===== config.mk =====
export PLATFORM = sky130hd
export DESIGN_NAME = multicycle_ctrl
export DESIGN_NICKNAME = d
export VERILOG_FILES = /design/src/rtl/multicycle_ctrl.sv
export SDC_FILE = /design/constraint.sdc
export NUM_CORES = 1
export LEC_CHECK = 0
export CORE_ASPECT_RATIO = 0.75
export CORE_UTILIZATION = 50
export CTS_CLUSTER_SIZE = 20
export DETAILED_ROUTE_END_ITERATION = 10
export PLACE_DENSITY = 0.94
export SLEW_MARGIN = 0
export SYNTH_ARGS = -nofsm -noshare
export SYNTH_HDL_FRONTEND = slang
export SYNTH_SLANG_ARGS = --single-unit

===== constraint.sdc =====
create_clock -name Clk -period 5 [get_ports Clk]
set_input_delay 1 -clock Clk [delete_from_list [all_inputs] [get_ports Clk]]
set_output_delay 1 -clock Clk [all_outputs]
set_load 0.01 [all_outputs]

===== src/rtl/multicycle_ctrl.sv =====
// -----------------------------------------------------------------------------
// multicycle_ctrl
//
// Control FSM for the multicycle processor datapath. Walks every instruction
// through fetch, decode/register-read, execute, memory and writeback, and
// drives all datapath control lines as Moore outputs of the current state
// plus the opcode/func captured while in S_DEC.
//
// Optional feature (compile-time macro CTRL_MEM_WAIT_EN):
//   When defined, adds input Mem_Ready; S_MEM_RD and S_MEM_WR hold until
//   Mem_Ready=1, with address controls, ByteOp and Mem_WrEn kept stable.
//   When undefined there is no Mem_Ready port and memory states last one cycle.
//
// Ports:
//   Clk            in   system clock, rising edge
//   Reset          in   synchronous, active-high
//   Instr[31:0]    in   instruction register contents
//   Zero           in   ALU zero flag, sampled in S_EXEC
//   Mem_Ready      in   memory handshake (CTRL_MEM_WAIT_EN only)
//   PC_LdEn        out  PC load enable (one cycle per instruction)
//   PC_sel         out  0 = PC+4, 1 = PC+4+(Immed<<2)
//   IR_LdEn        out  instruction register load
//   RF_WrEn        out  register file write enable
//   RF_WrData_sel  out  0 = ALU_out, 1 = MEM_out
//   RF_B_sel       out  0 = Instr[15:11], 1 = Instr[20:16]
//   ImmExt[1:0]    out  00 sign-ext, 01 zero-ext, 10 shift-left-16
//   ALU_Bin_sel    out  0 = RF_B, 1 = Immed
//   ALU_func[3:0]  out  ALU operation code
//   Mem_WrEn       out  data memory write
//   ByteOp         out  1 = byte access (lb/sb)
//   State[3:0]     out  current state encoding (debug)
//   Instr_Retired  out  retired-instruction counter, wraps mod 2^CNT_W
// -----------------------------------------------------------------------------
module multicycle_ctrl #(
  parameter int unsigned CNT_W = 32
) (
  input  logic             Clk,
  input  logic             Reset,
  input  logic [31:0]      Instr,
  input  logic             Zero,
`ifdef CTRL_MEM_WAIT_EN
  input  logic             Mem_Ready,
`endif
  output logic             PC_LdEn,
  output logic             PC_sel,
  output logic             IR_LdEn,
  output logic             RF_WrEn,
  output logic             RF_WrData_sel,
  output logic             RF_B_sel,
  output logic [1:0]       ImmExt,
  output logic             ALU_Bin_sel,
  output logic [3:0]       ALU_func,
  output logic             Mem_WrEn,
  output logic             ByteOp,
  output logic [3:0]       State,
  output logic [CNT_W-1:0] Instr_Retired
);

  // State encoding
  localparam logic [3:0] S_IF     = 4'd0;
  localparam logic [3:0] S_DEC    = 4'd1;
  localparam logic [3:0] S_EXEC   = 4'd2;
  localparam logic [3:0] S_MEM_RD = 4'd3;
  localparam logic [3:0] S_MEM_WR = 4'd4;
  localparam logic [3:0] S_WB_ALU = 4'd5;
  localparam logic [3:0] S_WB_MEM = 4'd6;
  localparam logic [3:0] S_BR     = 4'd7;

  // Opcodes
  localparam logic [5:0] OP_RTYPE = 6'b100000;
  localparam logic [5:0] OP_LI    = 6'b111000;
  localparam logic [5:0] OP_LUI   = 6'b111001;
  localparam logic [5:0] OP_ADDI  = 6'b110000;
  localparam logic [5:0] OP_ANDI  = 6'b110010;
  localparam logic [5:0] OP_ORI   = 6'b110011;
  localparam logic [5:0] OP_LB    = 6'b000011;
  localparam logic [5:0] OP_LW    = 6'b001111;
  localparam logic [5:0] OP_SB    = 6'b000111;
  localparam logic [5:0] OP_SW    = 6'b011111;
  localparam logic [5:0] OP_BEQ   = 6'b010000;
  localparam logic [5:0] OP_BNE   = 6'b010001;
  localparam logic [5:0] OP_B     = 6'b111111;

  // ALU operations and immediate extension modes
  localparam logic [3:0] ALU_ADD  = 4'b0000;
  localparam logic [3:0] ALU_SUB  = 4'b0001;
  localparam logic [3:0] ALU_AND  = 4'b0010;
  localparam logic [3:0] ALU_OR   = 4'b0011;
  localparam logic [1:0] IMM_SEXT = 2'b00;
  localparam logic [1:0] IMM_ZEXT = 2'b01;
  localparam logic [1:0] IMM_HI16 = 2'b10;

  logic [3:0]       state_q, state_d;
  logic [5:0]       op_q, op_d;
  logic [5:0]       func_q, func_d;
  logic             zero_q, zero_d;
  logic [CNT_W-1:0] cnt_q, cnt_d;

  logic mem_ready;

`ifdef CTRL_MEM_WAIT_EN
  assign mem_ready = Mem_Ready;
`else
  assign mem_ready = 1'b1;
`endif

  // Only the opcode and func fields are decoded here.
  logic unused_instr;
  assign unused_instr = ^Instr[25:6];

  // ---------------------------------------------------------------------------
  // Opcode/func source: live Instr while in S_DEC (the IR has just been
  // loaded), the captured copy in every later state.
  // ---------------------------------------------------------------------------
  logic [5:0] op_cur;
  logic [5:0] func_cur;

  assign op_cur   = (state_q == S_DEC) ? Instr[31:26] : op_q;
  assign func_cur = (state_q == S_DEC) ? Instr[5:0]   : func_q;

  logic is_rtype, is_ialu, is_load, is_store, is_beq, is_bne, is_b, is_legal;
  logic is_byte, use_rt_b, func_legal;

  always_comb begin
    is_rtype = (op_cur == OP_RTYPE);
    is_ialu  = (op_cur == OP_LI)   || (op_cur == OP_LUI) || (op_cur == OP_ADDI) ||
               (op_cur == OP_ANDI) || (op_cur == OP_ORI);
    is_load  = (op_cur == OP_LB)   || (op_cur == OP_LW);
    is_store = (op_cur == OP_SB)   || (op_cur == OP_SW);
    is_beq   = (op_cur == OP_BEQ);
    is_bne   = (op_cur == OP_BNE);
    is_b     = (op_cur == OP_B);
    is_legal = is_rtype || is_ialu || is_load || is_store || is_beq || is_bne;
    is_byte  = (op_cur == OP_LB)   || (op_cur == OP_SB);
    // Stores need rt as write data; branches compare rs with rt.
    use_rt_b = is_store || is_beq || is_bne;
    func_legal = ((func_cur >= 6'b110000) && (func_cur <= 6'b110100)) ||
                 ((func_cur >= 6'b111000) && (func_cur <= 6'b111101));
  end

  // ALU/immediate setup for the captured instruction; gated by state below.
  logic       alu_bin_sel;
  logic [3:0] alu_func;
  logic [1:0] imm_ext;

  always_comb begin
    alu_bin_sel = 1'b0;
    alu_func    = ALU_ADD;
    imm_ext     = IMM_SEXT;
    unique case (op_cur)
      OP_RTYPE: alu_func = func_cur[3:0];
      OP_LI, OP_ADDI, OP_LB, OP_LW, OP_SB, OP_SW: alu_bin_sel = 1'b1;
      OP_LUI: begin
        alu_bin_sel = 1'b1;
        imm_ext     = IMM_HI16;
      end
      OP_ANDI: begin
        alu_bin_sel = 1'b1;
        alu_func    = ALU_AND;
        imm_ext     = IMM_ZEXT;
      end
      OP_ORI: begin
        alu_bin_sel = 1'b1;
        alu_func    = ALU_OR;
        imm_ext     = IMM_ZEXT;
      end
      OP_BEQ, OP_BNE: alu_func = ALU_SUB;
      default: ;
    endcase
  end

  // ---------------------------------------------------------------------------
  // Next-state logic
  // ---------------------------------------------------------------------------
  always_comb begin
    state_d = S_IF;
    unique case (state_q)
      S_IF:  state_d = S_DEC;
      S_DEC: begin
        // b and illegal opcodes both retire through S_BR; illegal ones with
        // PC_sel=0 so they behave as a NOP.
        if (is_b || !is_legal) begin
          state_d = S_BR;
        end else begin
          state_d = S_EXEC;
        end
      end
      S_EXEC: begin
        if (is_rtype || is_ialu) begin
          state_d = S_WB_ALU;
        end else if (is_load) begin
          state_d = S_MEM_RD;
        end else if (is_store) begin
          state_d = S_MEM_WR;
        end else if (is_beq || is_bne) begin
          state_d = S_BR;
        end else begin
          state_d = S_IF;
        end
      end
      S_MEM_RD: state_d = mem_ready ? S_WB_MEM : S_MEM_RD;
      S_MEM_WR: state_d = mem_ready ? S_IF : S_MEM_WR;
      S_WB_ALU, S_WB_MEM, S_BR: state_d = S_IF;
      default: state_d = S_IF;
    endcase
  end

  assign op_d   = (state_q == S_DEC)  ? Instr[31:26] : op_q;
  assign func_d = (state_q == S_DEC)  ? Instr[5:0]   : func_q;
  assign zero_d = (state_q == S_EXEC) ? Zero         : zero_q;

  // ---------------------------------------------------------------------------
  // Moore outputs. Everything is forced to its reset value while Reset is
  // high so an aborted instruction cannot write RF, memory or PC in the
  // reset cycle itself.
  // ---------------------------------------------------------------------------
  logic       pc_ld_en, pc_sel, ir_ld_en, rf_wr_en, rf_wr_data_sel, rf_b_sel;
  logic       mem_wr_en, byte_op, o_alu_bin_sel;
  logic [3:0] o_alu_func;
  logic [1:0] o_imm_ext;

  always_comb begin
    pc_ld_en       = 1'b0;
    pc_sel         = 1'b0;
    ir_ld_en       = 1'b0;
    rf_wr_en       = 1'b0;
    rf_wr_data_sel = 1'b0;
    rf_b_sel       = 1'b0;
    mem_wr_en      = 1'b0;
    byte_op        = 1'b0;
    o_alu_bin_sel  = 1'b0;
    o_alu_func     = ALU_ADD;
    o_imm_ext      = IMM_SEXT;
    if (!Reset) begin
      unique case (state_q)
        S_IF:  ir_ld_en = 1'b1;
        S_DEC: rf_b_sel = use_rt_b;
        S_EXEC: begin
          rf_b_sel      = use_rt_b;
          o_alu_bin_sel = alu_bin_sel;
          o_alu_func    = alu_func;
          o_imm_ext     = imm_ext;
        end
        S_MEM_RD: begin
          // Keep the address computation stable while memory is accessed.
          o_alu_bin_sel = alu_bin_sel;
          o_alu_func    = alu_func;
          o_imm_ext     = imm_ext;
          byte_op       = is_byte;
        end
        S_MEM_WR: begin
          rf_b_sel      = 1'b1;
          o_alu_bin_sel = alu_bin_sel;
          o_alu_func    = alu_func;
          o_imm_ext     = imm_ext;
          byte_op       = is_byte;
          mem_wr_en     = 1'b1;
          pc_ld_en      = mem_ready;
        end
        S_WB_ALU: begin
          o_alu_bin_sel = alu_bin_sel;
          o_alu_func    = alu_func;
          o_imm_ext     = imm_ext;
          // R-type with an undefined func retires without a register write.
          rf_wr_en      = !is_rtype || func_legal;
          pc_ld_en      = 1'b1;
        end
        S_WB_MEM: begin
          byte_op        = is_byte;
          rf_wr_en       = 1'b1;
          rf_wr_data_sel = 1'b1;
          pc_ld_en       = 1'b1;
        end
        S_BR: begin
          pc_ld_en = 1'b1;
          if (is_b) begin
            pc_sel = 1'b1;
          end else if (is_beq) begin
            pc_sel = zero_q;
          end else if (is_bne) begin
            pc_sel = !zero_q;
          end else begin
            pc_sel = 1'b0;
          end
        end
        default: ;
      endcase
    end
  end

  assign cnt_d = pc_ld_en ? (cnt_q + CNT_W'(1)) : cnt_q;

  // ---------------------------------------------------------------------------
  // State registers
  // ---------------------------------------------------------------------------
  always_ff @(posedge Clk) begin
    if (Reset) begin
      state_q <= S_IF;
      op_q    <= '0;
      func_q  <= '0;
      zero_q  <= 1'b0;
      cnt_q   <= '0;
    end else begin
      state_q <= state_d;
      op_q    <= op_d;
      func_q  <= func_d;
      zero_q  <= zero_d;
      cnt_q   <= cnt_d;
    end
  end

  assign PC_LdEn       = pc_ld_en;
  assign PC_sel        = pc_sel;
  assign IR_LdEn       = ir_ld_en;
  assign RF_WrEn       = rf_wr_en;
  assign RF_WrData_sel = rf_wr_data_sel;
  assign RF_B_sel      = rf_b_sel;
  assign ImmExt        = o_imm_ext;
  assign ALU_Bin_sel   = o_alu_bin_sel;
  assign ALU_func      = o_alu_func;
  assign Mem_WrEn      = mem_wr_en;
  assign ByteOp        = byte_op;
  assign State         = state_q;
  assign Instr_Retired = cnt_q;

endmodule


---- After elaboration in Yosys (flattened, before gate mapping) ----
Cells that the tools add are included.
storage, ports and cells
  register bits ........................... 49
  bits in latches ......................... 0
  bits in writable memories ............... 0
  memory bits (read-only) ................. 0
  input port bits ......................... 35
  output and inout port bits .............. 51
  memories kept ........................... 0
cells by class
  $add $sub $neg .......................... 1
  $mul .................................... 0
  divide/modulo/power cells ............... 0
  $lt $le $gt $ge ......................... 4
  equality and inequality tests ........... 20
  shift operators ......................... 0
  mux-type cells .......................... 36
  bitwise operators ....................... 0
  reductions and logical operators ........ 31
operator list
  kind                     number
  $eq A6 B6 Y1 const B     7
  $add A32 B1 Y32 const B  1
  $mux W1                  20
  $eq A6 B5 Y1 const B     3
  $logic_or A1 B1 Y1       18
  $eq A4 B3 Y1 const B     4
  $pmux W4 S4              1
  $mux W3                  5
  $ge A6 B6 Y1 const B     2
  $le A6 B6 Y1 const B     2
  $mux W6                  2
  $pmux W3 S4              1
  $reduce_or A9 Y1         1
  $eq A4 B2 Y1 const B     2
  $mux W4                  2
  $reduce_or A4 Y1         2
  $eq A6 B2 Y1 const B     1
  $eq A6 B3 Y1 const B     1
  $eq A6 B4 Y1 const B     1
  $reduce_or A2 Y1         3
  $eq A4 B1 Y1 const B     1
  $logic_not A4 Y1         1
  $mux W2                  2
  $pmux W1 S2              2
  4 further kinds          7

---- Logic depth before layout (Yosys ltp) ----
  depth in word-level cells ............... 16
  mapped depth ............................ 8
  mapped depth without buffers ............ 6

---- Worst setup path after synthesis ----
Ideal clock, no wire load.
  path type ............................... input to output
  from .................................... input port Instr[30]
  to ...................................... output port ALU_func[1]
  data arrival time ....................... 2.084 ns
  required time ........................... 4.000 ns
  setup slack ............................. 1.916 ns
  stages on the path ...................... 5
  buffers on the path ..................... 1
  cells stage by stage .................... clkbuf_1 > and3_1 > o21ai_0 > nor3_1 > o21bai_1
between the ends
  longest elaborated chain between the ends .. 6
  elaborated cells on any way between the ends .. 10
ends and longest elaborated chain
  what                line  source
  start: declaration  39    input logic [31:0] Instr,
  $mux W6 *           -
  $eq A6 B5 Y1        150   unique case (op_cur)
  $reduce_or A2 Y1    150
  $pmux W4 S4 *       150
  $mux W4 *           235   unique case (state_q)
  $mux W4 *           234   if (!Reset) begin
  end: declaration    52    output logic [3:0] ALU_func,
Mark *: on every way between the ends. The rest lies on a longest branch, timed or not.

---- Final worst setup path ----
  from .................................... input port Instr[29]
  to ...................................... output port PC_sel
between the ends
  longest elaborated chain between the ends .. 7
  elaborated cells on any way between the ends .. 9
ends and longest elaborated chain
  what              line  source
  $mux W6 *         -
  $eq A6 B5 Y1      131   is_bne = (op_cur == OP_BNE);
  $mux W1           280   end else if (is_bne) begin
  $mux W1           278   end else if (is_beq) begin
  $mux W1 *         276   if (is_b) begin
  $mux W1 *         235
  $mux W1 *         234
  end: declaration  45    output logic PC_sel,
Marked as above.

==> impl_metrics.tcl <==
set metrics [dict create \
    status "finished clean" \
    syn-cell-area_um2 2700 \
    cp.buffers_inverters 2 \
    timing.fmax_mhz 233 \
    min_path_type "reg2reg" \
    utilization 0.690 \
    synth_common_cells "nor2_1 (58), dfxtp_1 (48), nand2_1 (27)" \
    gr-total-overflow 0 \
    clock_skew_ns 0.0113 \
    htree_levels 2 \
    die_area_um2 5710 \
    syn2layout_area_growth_pct 28.6 \
    cts_setup_buffers 0 \
    yosysSeqAreaShare 0.355 \
    p_leak_nw 1.28 \
    final_hold_viol_count 0 \
    postSynthRegisterBits 48 \
    start_kind "input pin" \
    drtIter0Drc 199 \
    synth_cell_types 56 \
    cts_tree "built" \
    cts.repair.resized 0 \
    slew_violations 0 \
    initial_core_util 0.537 \
    cts_hold_buf 0 \
    cp_common_cell "clkdlybuf4s50_1" \
    r2r_slack_ns 2.48 \
    vias 2501 \
    antenna_found_initial 0 \
    critPathRequiredTime_ns 4.00 \
    worstPathCellList "clkdlybuf4s50_1 -> nor2_1 -> nand3_1 -> o32ai_4 -> a2bb2oi_1 -> nor3_1 -> clkdlybuf4s50_1" \
    cpMaxStageDelayCell "clkdlybuf4s50_1" \
    cts_buffer_depth 2 \
    drtPass1Iterations 4 \
    path_clk_slew_ns 0.09 \
    multiInputGateArea_um2 1620 \
    hp-start "func_q[4]" \
    track_usage 0.248 \
    first_global_vias 2347 \
    clkSinkCount 48 \
    setup_tns_ns 0 \
    via_per_inst 5.47 \
    synth_edf_count 0 \
    synth_nets 367 \
    cp_top_family "buffers and inverters" \
    arrival_ns 3.28 \
    crit_type "in2out" \
    finalCriticalPeriod_ns 4.28 \
    stdcell_count 457 \
    synth_warnings 0 \
    placed_cells 449 \
    grt_start_max_net_pins 36 \
    yosysTopAreaCell "dfxtp_1" \
    drv_cap 0 \
    ioPinCount 86 \
    dp_hpwl_mm 4.90 \
    antenna_cells 0 \
    ff_latch_area_um2 961 \
    wl_per_cell_um 14.6 \
    synth.most_common_cell "nor2_1" \
    async_reset_ff_frac 0 \
    r2r_start "State[1]" \
    max-vdd-ir-drop_mv 0.248 \
    core_region_area_um2 5040 \
    ys.flop_type "dfxtp_1" \
    clock_latency_ns 0.30 \
    min_to "func_q[4]" \
    p_per_area_nw_per_um2 331 \
    gp_congestion 0.952 \
    place_area_um2 3350 \
    hold_depth 2 \
    finalNetCount 420 \
    max_slew_margin 0.467 \
    drive_gt1_frac 0.0753 \
    root_buffer "clkbuf_8" \
    stdcell_area_um2 3480 \
    portBuffers 64 \
    grt_pass1_wl_mm 11.0 \
    synth_area_leaders "dfxtp_1 (36%), xor2_1 (8.4%), nor2_1 (8.1%)" \
    row_count 22 \
    ant_nets 0 \
    die_h_um 65.7 \
    worstSetupEndpointType "primary output" \
    reg2reg_depth 5 \
    rsz0062_at_grt "no" \
    synth.avg_cell_area_um2 8.17 \
    synth_cells 331 \
    drc 0 \
    timing.rr.end "State[0]" \
    die_x_um 86.9 \
    tightest_slew_ns 0.797 \
    numCtsBuffers 5 \
    synth_top_area_share 0.355 \
    finalCritPeriodShare 0.857 \
    setup-violations-final 0 \
    fill_cells 402 \
    worstPathMaxFanout 11 \
    wl_mm 6.66 \
    critical_path.max_stage_delay_ns 0.63 \
]
## tightest hold or removal path, delay by kind of cell, from the launching register on
family	cells	cell delay [ns]
and+or+nand+nor	1	0.05
DFF	1	0.32
AOI/OAI and AO/OA	1	0.06
## state kept, by name (all words and copies together), names as in the netlist
register       cells
Instr_Retired     32
func_q             6
op_q               6
zero_q             1
State              3
## routing by layer
layer,track usage,share of wire,vias up
met5,0,0,-
met4,0.0854,0.0080,0
li1,-,-,1245
met2,0.397,0.47,84
met3,0.0528,0.069,4
met1,0.332,0.46,1168
## how the worst max path moves through the flow
stage,from,end,depth (start not counted)
4_1_cts,Instr[29],ALU_Bin_sel,7
6_report,Instr[29],PC_sel,7
2_1_floorplan,Instr[30],ALU_func[1],5
3_5_place_dp,Instr[29],ALU_Bin_sel,7
3_3_place_gp,Instr[29],ALU_Bin_sel,7
5_1_grt,Instr[29],ALU_Bin_sel,7
## through the flow
stage,power (mW),setup slack (ns),hold slack (ns)
finish,1.15,0.717,0.480
global route,1.21,0.554,0.514
CTS,1.15,0.746,0.475
detailed placement,0.854,0.756,0.459
global placement,0.842,0.805,0.445
floorplan,0.745,1.92,0.437
## area by class of cell
| type | count | area share |
|---|---|---|
| well taps | 72 | 0.0259 |
| repair buffers | 68 | 0.192 |
| multi-input cells | 257 | 0.467 |
| clock buffers | 6 | 0.0238 |
| clock inverters | 2 | 0.0112 |
| flip-flops and latches | 48 | 0.276 |
| inverters | 4 | 0.00432 |
## report_power, final
group | total [mW] | switching, mW | internal [mW]
Clock | 0.296 | 0.133 | 0.164
Combinational | 0.385 | 0.213 | 0.172
Sequential | 0.470 | 0.0528 | 0.417
## layout by cell type, fill, tap and decap left out, types with 9 or more instances in the layout
cell / synthesis / final
dfxtp_1: 48 / 48
nor2_1: 58 / 58
mux2i_1: 11 / 11
a21oi_1: 13 / 13
nand2_1: 27 / 27
nand4_1: 15 / 15
xor2_1: 26 / 26
clkdlybuf4s50_1: 0 / 63
and3_1: 9 / 9
nand3_1: 9 / 9
nor3_1: 9 / 9
xnor2_1: 9 / 9
## logic make-up (layout without fill, tap and decap cells)
kind of cell,after synthesis,after routing,synth area share
buffers and inverters,26,80,0.0463
AO/OA/AOI/OAI,38,38,0.101
multiplexers,14,14,0.0532
other,1,1,0.00139
adder cells (fa/ha/maj),1,1,0.00463
flip-flops,48,48,0.355
XOR/XNOR,35,35,0.113
AND/OR/NAND/NOR,168,168,0.324
Note: power is estimated with default switching activity, not from simulation.
==> RTL edit 1: new RTL, same settings <==
`CNT_W`: 32 -> 16.
--- a/src/rtl/multicycle_ctrl.sv
+++ b/src/rtl/multicycle_ctrl.sv
@@ -34,3 +34,3 @@
 module multicycle_ctrl #(
-  parameter int unsigned CNT_W = 32
+  parameter int unsigned CNT_W = 16
 ) (
Ports: changed (resized Instr_Retired); port bits go from 86 to 70. No check against the original RTL was run, so the function may have changed too.
==> RTL edit 1 against the unedited design <==
Synthesized cell count fell by 21%. Sequential power decreased by 16%. Critical path depth unchanged. Cell area shrank 26%. Worst setup slack worse by 0.20 ns. Hold slack got worse by 0.018 ns. Critical path type unchanged. Wire length down 26%. Power shrank 1.7%. Critical endpoint is now RF_B_sel. Synthesized area shrank 26%. First-iteration DRC count is 22% lower. Highest routed layer unchanged. Core utilization hardly changed. Sequential cell count down 16.
==> RTL edit 1: results (changes against the unedited design) <==
slowest CP cell -> or4b_2
Reg clk slew, reported paths -> 0.06 ns (-0.03 ns)
met3 Use GR -> 0.0628 (+0.0101)
Distinct cells, synth -> 49 (-13%)
placed insts -> 343 (-24%)
syn nets -> 298 (-19%)
clk tree area frac -> 0.0491 (+0.0141)
Data buffer area share -> 0.195 (+0.00374)
Yosys reg bits -> 32 (-33%)
status -> completed
Reg2Reg Launch Point -> State[2]
Hold Crit Start -> func_q[5]
detailed-route via count -> 2010 (-20%)
GRT Total Usage -> 0.256 (+0.00759)
Non-Clock Buffer Count -> 51 (-25%)
DP Area -> 2450 um^2 (-27%)
met2 GRT Util -> 0.405 (+0.00875)
Reg-to-Reg End -> State[2]
first-pass GRT wire length -> 8340 um (-24%)
register area share after synthesis -> 0.322 (-0.0334)
Routed WL per cell -> 14.0 um (-3.9%)
dpl ws -> 0.542 ns (-0.214 ns)
post-synthesis cell count -> 262 (-21%)
I/O Buffers -> 48 (-25%)
peak supply drop -> 232 uV (-6.3%)
post-DP HPWL -> 3590 um (-27%)
Post-synth top cells -> nor2_1, dfxtp_1, nand2_1
RD Place Congestion -> 0.912 (-4.3%)
Largest register FFs -> 16 (-50%)
iteration-0 DRC count of the detailed router -> 155 (-22%)
Finished Cell Area -> 2580 um^2 (-26%)
Area contributors post-synth -> dfxtp_1, nor2_1, xor2_1
CP endpoint -> RF_B_sel
worst skew pair latency -> 0.28 ns (-0.02 ns)
FF/Latch Area -> 641 um^2 (-33%)
comb_multi_in -> 204 (-21%)
clock buffers -> 7 (+1)
Worst Skew -> 0.00394 ns (-0.00740 ns)
R2R cell count -> 6 (+1)
crit-path max FO -> 8 (-3)
worst-margin pin slew -> 0.741 ns (-0.0560 ns)
RTL edit 1: changes by cell type after synthesis, sizes merged, moves of 4 or more:
cell / delta
and2: -4
a21oi: +4
and3: -6
buf: -5
clkbuf: +5
dfxtp: -16
nand4: -8
nor2: -17
or2: -4
xor2: -9
RTL edit 1: where the power goes:
part | internal (mW) | total [mW] | switching, mW | leakage, nW
registers | 0.299 | 0.393 | 0.0948 | 0.260
logic | 0.214 | 0.468 | 0.254 | 0.594
clock network | 0.176 | 0.269 | 0.0937 | 0.0645
RTL edit 1: how the worst min path moves through the flow:
stage	to	slack [ns]	depth (start not counted)
floorplan	func_q[4]	0.44	2
global placement	func_q[4]	0.45	2
detailed placement	func_q[5]	0.45	2
CTS	func_q[5]	0.46	2
global route	func_q[5]	0.48	2
finish	func_q[5]	0.46	2
RTL edit 1: through the flow:
step	utilization	power, mW	hold WS [ns]
4_1_cts	0.690	1.13	0.461
6_report	0.690	1.13	0.463
2_1_floorplan	-	0.730	0.437
5_1_grt	0.690	1.20	0.478
3_3_place_gp	0.656	0.841	0.447
3_5_place_dp	0.656	0.857	0.453
RTL edit 1: worst register-to-register path, cell delays in order (launching register included):
cell and delay [ns]:
dfxtp_1 0.53, nor3b_4 0.68, buf_4 0.32, nand4_1 0.15
o32ai_1 0.41, nor4_2 0.14, a2111oi_2 0.37
RTL edit 1: cells by family (layout without fill, tap and decap cells):
logic type	Yosys count	count (layout)	synth area share
fa+ha+maj	1	1	0.00629
flops	32	32	0.322
compound gates	41	41	0.131
other cells	1	1	0.00188
simple gates	130	130	0.336
mux	8	8	0.0403
buf+inv	26	63	0.0616
xor+xnor	23	23	0.101
RTL edit 1: per-layer routing:
layer / routed length [um] / up-vias
li1: - / 986
met1: 2240 / 925
met2: 2240 / 91
met3: 374 / 8
met4: 59 / 0
met5: 0 / -
==> RTL edit 2: new RTL, same settings <==
Without the edit above. Put a register stage on the output `ByteOp`, without a reset. The value now appears one clock later. The other outputs are not delayed to match.
--- a/src/rtl/multicycle_ctrl.sv
+++ b/src/rtl/multicycle_ctrl.sv
@@ -321,3 +321,5 @@
   assign Mem_WrEn      = mem_wr_en;
-  assign ByteOp        = byte_op;
+  always_ff @(posedge Clk) begin
+    ByteOp <= byte_op;
+  end
   assign State         = state_q;
Formal check against the unedited RTL: not equivalent (Yosys sat finds a counterexample within 4 cycles, from zero or initial values and one cycle with Reset high).
==> RTL edit 2 against the unedited design <==
Synthesized area rose by 7.3%. Largest power group is now combinational cells. Hold slack got worse by 0.020 ns. Cell count rose by 3.5%. Critical path type unchanged. Sequential cell count rose by 1. Worst setup slack got worse by 0.093 ns. Cell area rose by 5.1%. Core utilization fell by 2.2 points. Power rose by 14%. Wire length rose by 5.5%.
==> RTL edit 2: results (changes against the unedited design) <==
status -> completed
Post-Synth Adder-Cell Area -> 0.00431 (-0.000315)
RD Place Congestion -> 0.892 (-6.4%)
final-layout fill cell count -> 459 (+14%)
worst path arrival time -> 3.38 ns (+0.10 ns)
Worst path max stage delay -> 0.49 ns (-0.14 ns)
Final WS setup -> 0.624 ns (-0.0929 ns)
worst-margin pin slew -> 0.725 ns (-0.0715 ns)
DP Area -> 3540 um^2 (+5.5%)
register area share after synthesis -> 0.338 (-0.0173)
Area contributors post-synth -> dfxtp_1, xnor2_1, nor2_1
post-DP HPWL -> 5100 um (+4.0%)
Worst Skew -> 0.00702 ns (-0.00431 ns)
vias in the first global route -> 2414 (+2.9%)
GRT Total Usage -> 0.236 (-0.0126)
worst hold margin -> 0.460 ns (-0.0204 ns)
Vias/cell -> 5.61 (+2.5%)
placed insts -> 465 (+3.6%)
share of cells above drive strength 1 -> 0.101 (+0.0252)
R2R setup slack -> 2.76 ns (+0.28 ns)
post-synthesis cell count -> 348 (+5.1%)
syn nets -> 384 (+4.6%)
largest net degree at the start of global routing -> 46 (+28%)
iteration-0 DRC count of the detailed router -> 185 (-7.0%)
first-pass GRT wire length -> 11500 um (+4.4%)
Static Leakage -> 1.22 nW (-4.7%)
RTL edit 2: changes by cell type after synthesis, sizes merged, moves of 7 or more:
cell,change
nor2,-9
nor3b,+7
xnor2,+14
xor2,-13
RTL edit 2: logic make-up (layout without fill, tap and decap cells):
group	Yosys count	in the layout
other	1	1
flip-flops	49	49
buffers and inverters	39	89
AO/OA/AOI/OAI	42	42
multiplexers	19	19
XOR/XNOR	36	36
adder cells (fa/ha/maj)	1	1
AND/OR/NAND/NOR	161	161
RTL edit 2: routing by layer:
layer / track usage / share of wire / vias up
li1: - / - / 1310
met1: 0.314 / 0.47 / 1249
met2: 0.401 / 0.47 / 89
met3: 0.0478 / 0.054 / 6
met4: 0.0544 / 0.0097 / 0
met5: 0 / 0 / -
RTL edit 2: layout make-up:
type                       count  area, um^2  share of cell area
multi-input combinational    260        1740               0.476
sequential                    49         981               0.268
timing repair buffer          71         688               0.188
tap                           75        93.8              0.0257
clock buffer                   7        86.3              0.0236
inverter                      10        37.5              0.0103
clock inverter                 1        30.0             0.00822
RTL edit 2: worst paths after layout:
path	endpoint	cells after the start
worst min register to register	func_q[5]	2
worst max-delay path	RF_WrEn	7
worst max register to register	State[0]	5
worst min-delay path	func_q[5]	2
RTL edit 2: report_power, final:
part	leakage, nW	internal [mW]	switching, mW
combinational	0.769	0.236	0.284
clock	0.0585	0.163	0.125
sequential	0.397	0.433	0.0671
total	1.22	0.832	0.476
RTL edit 2: worst register-to-register path: cells and delay by family (launching register included):
family / cells / cell delay, ns
AOI/OAI and AO/OA: 3 / 0.38
DFF: 1 / 0.62
and+or+nand+nor: 2 / 1.11
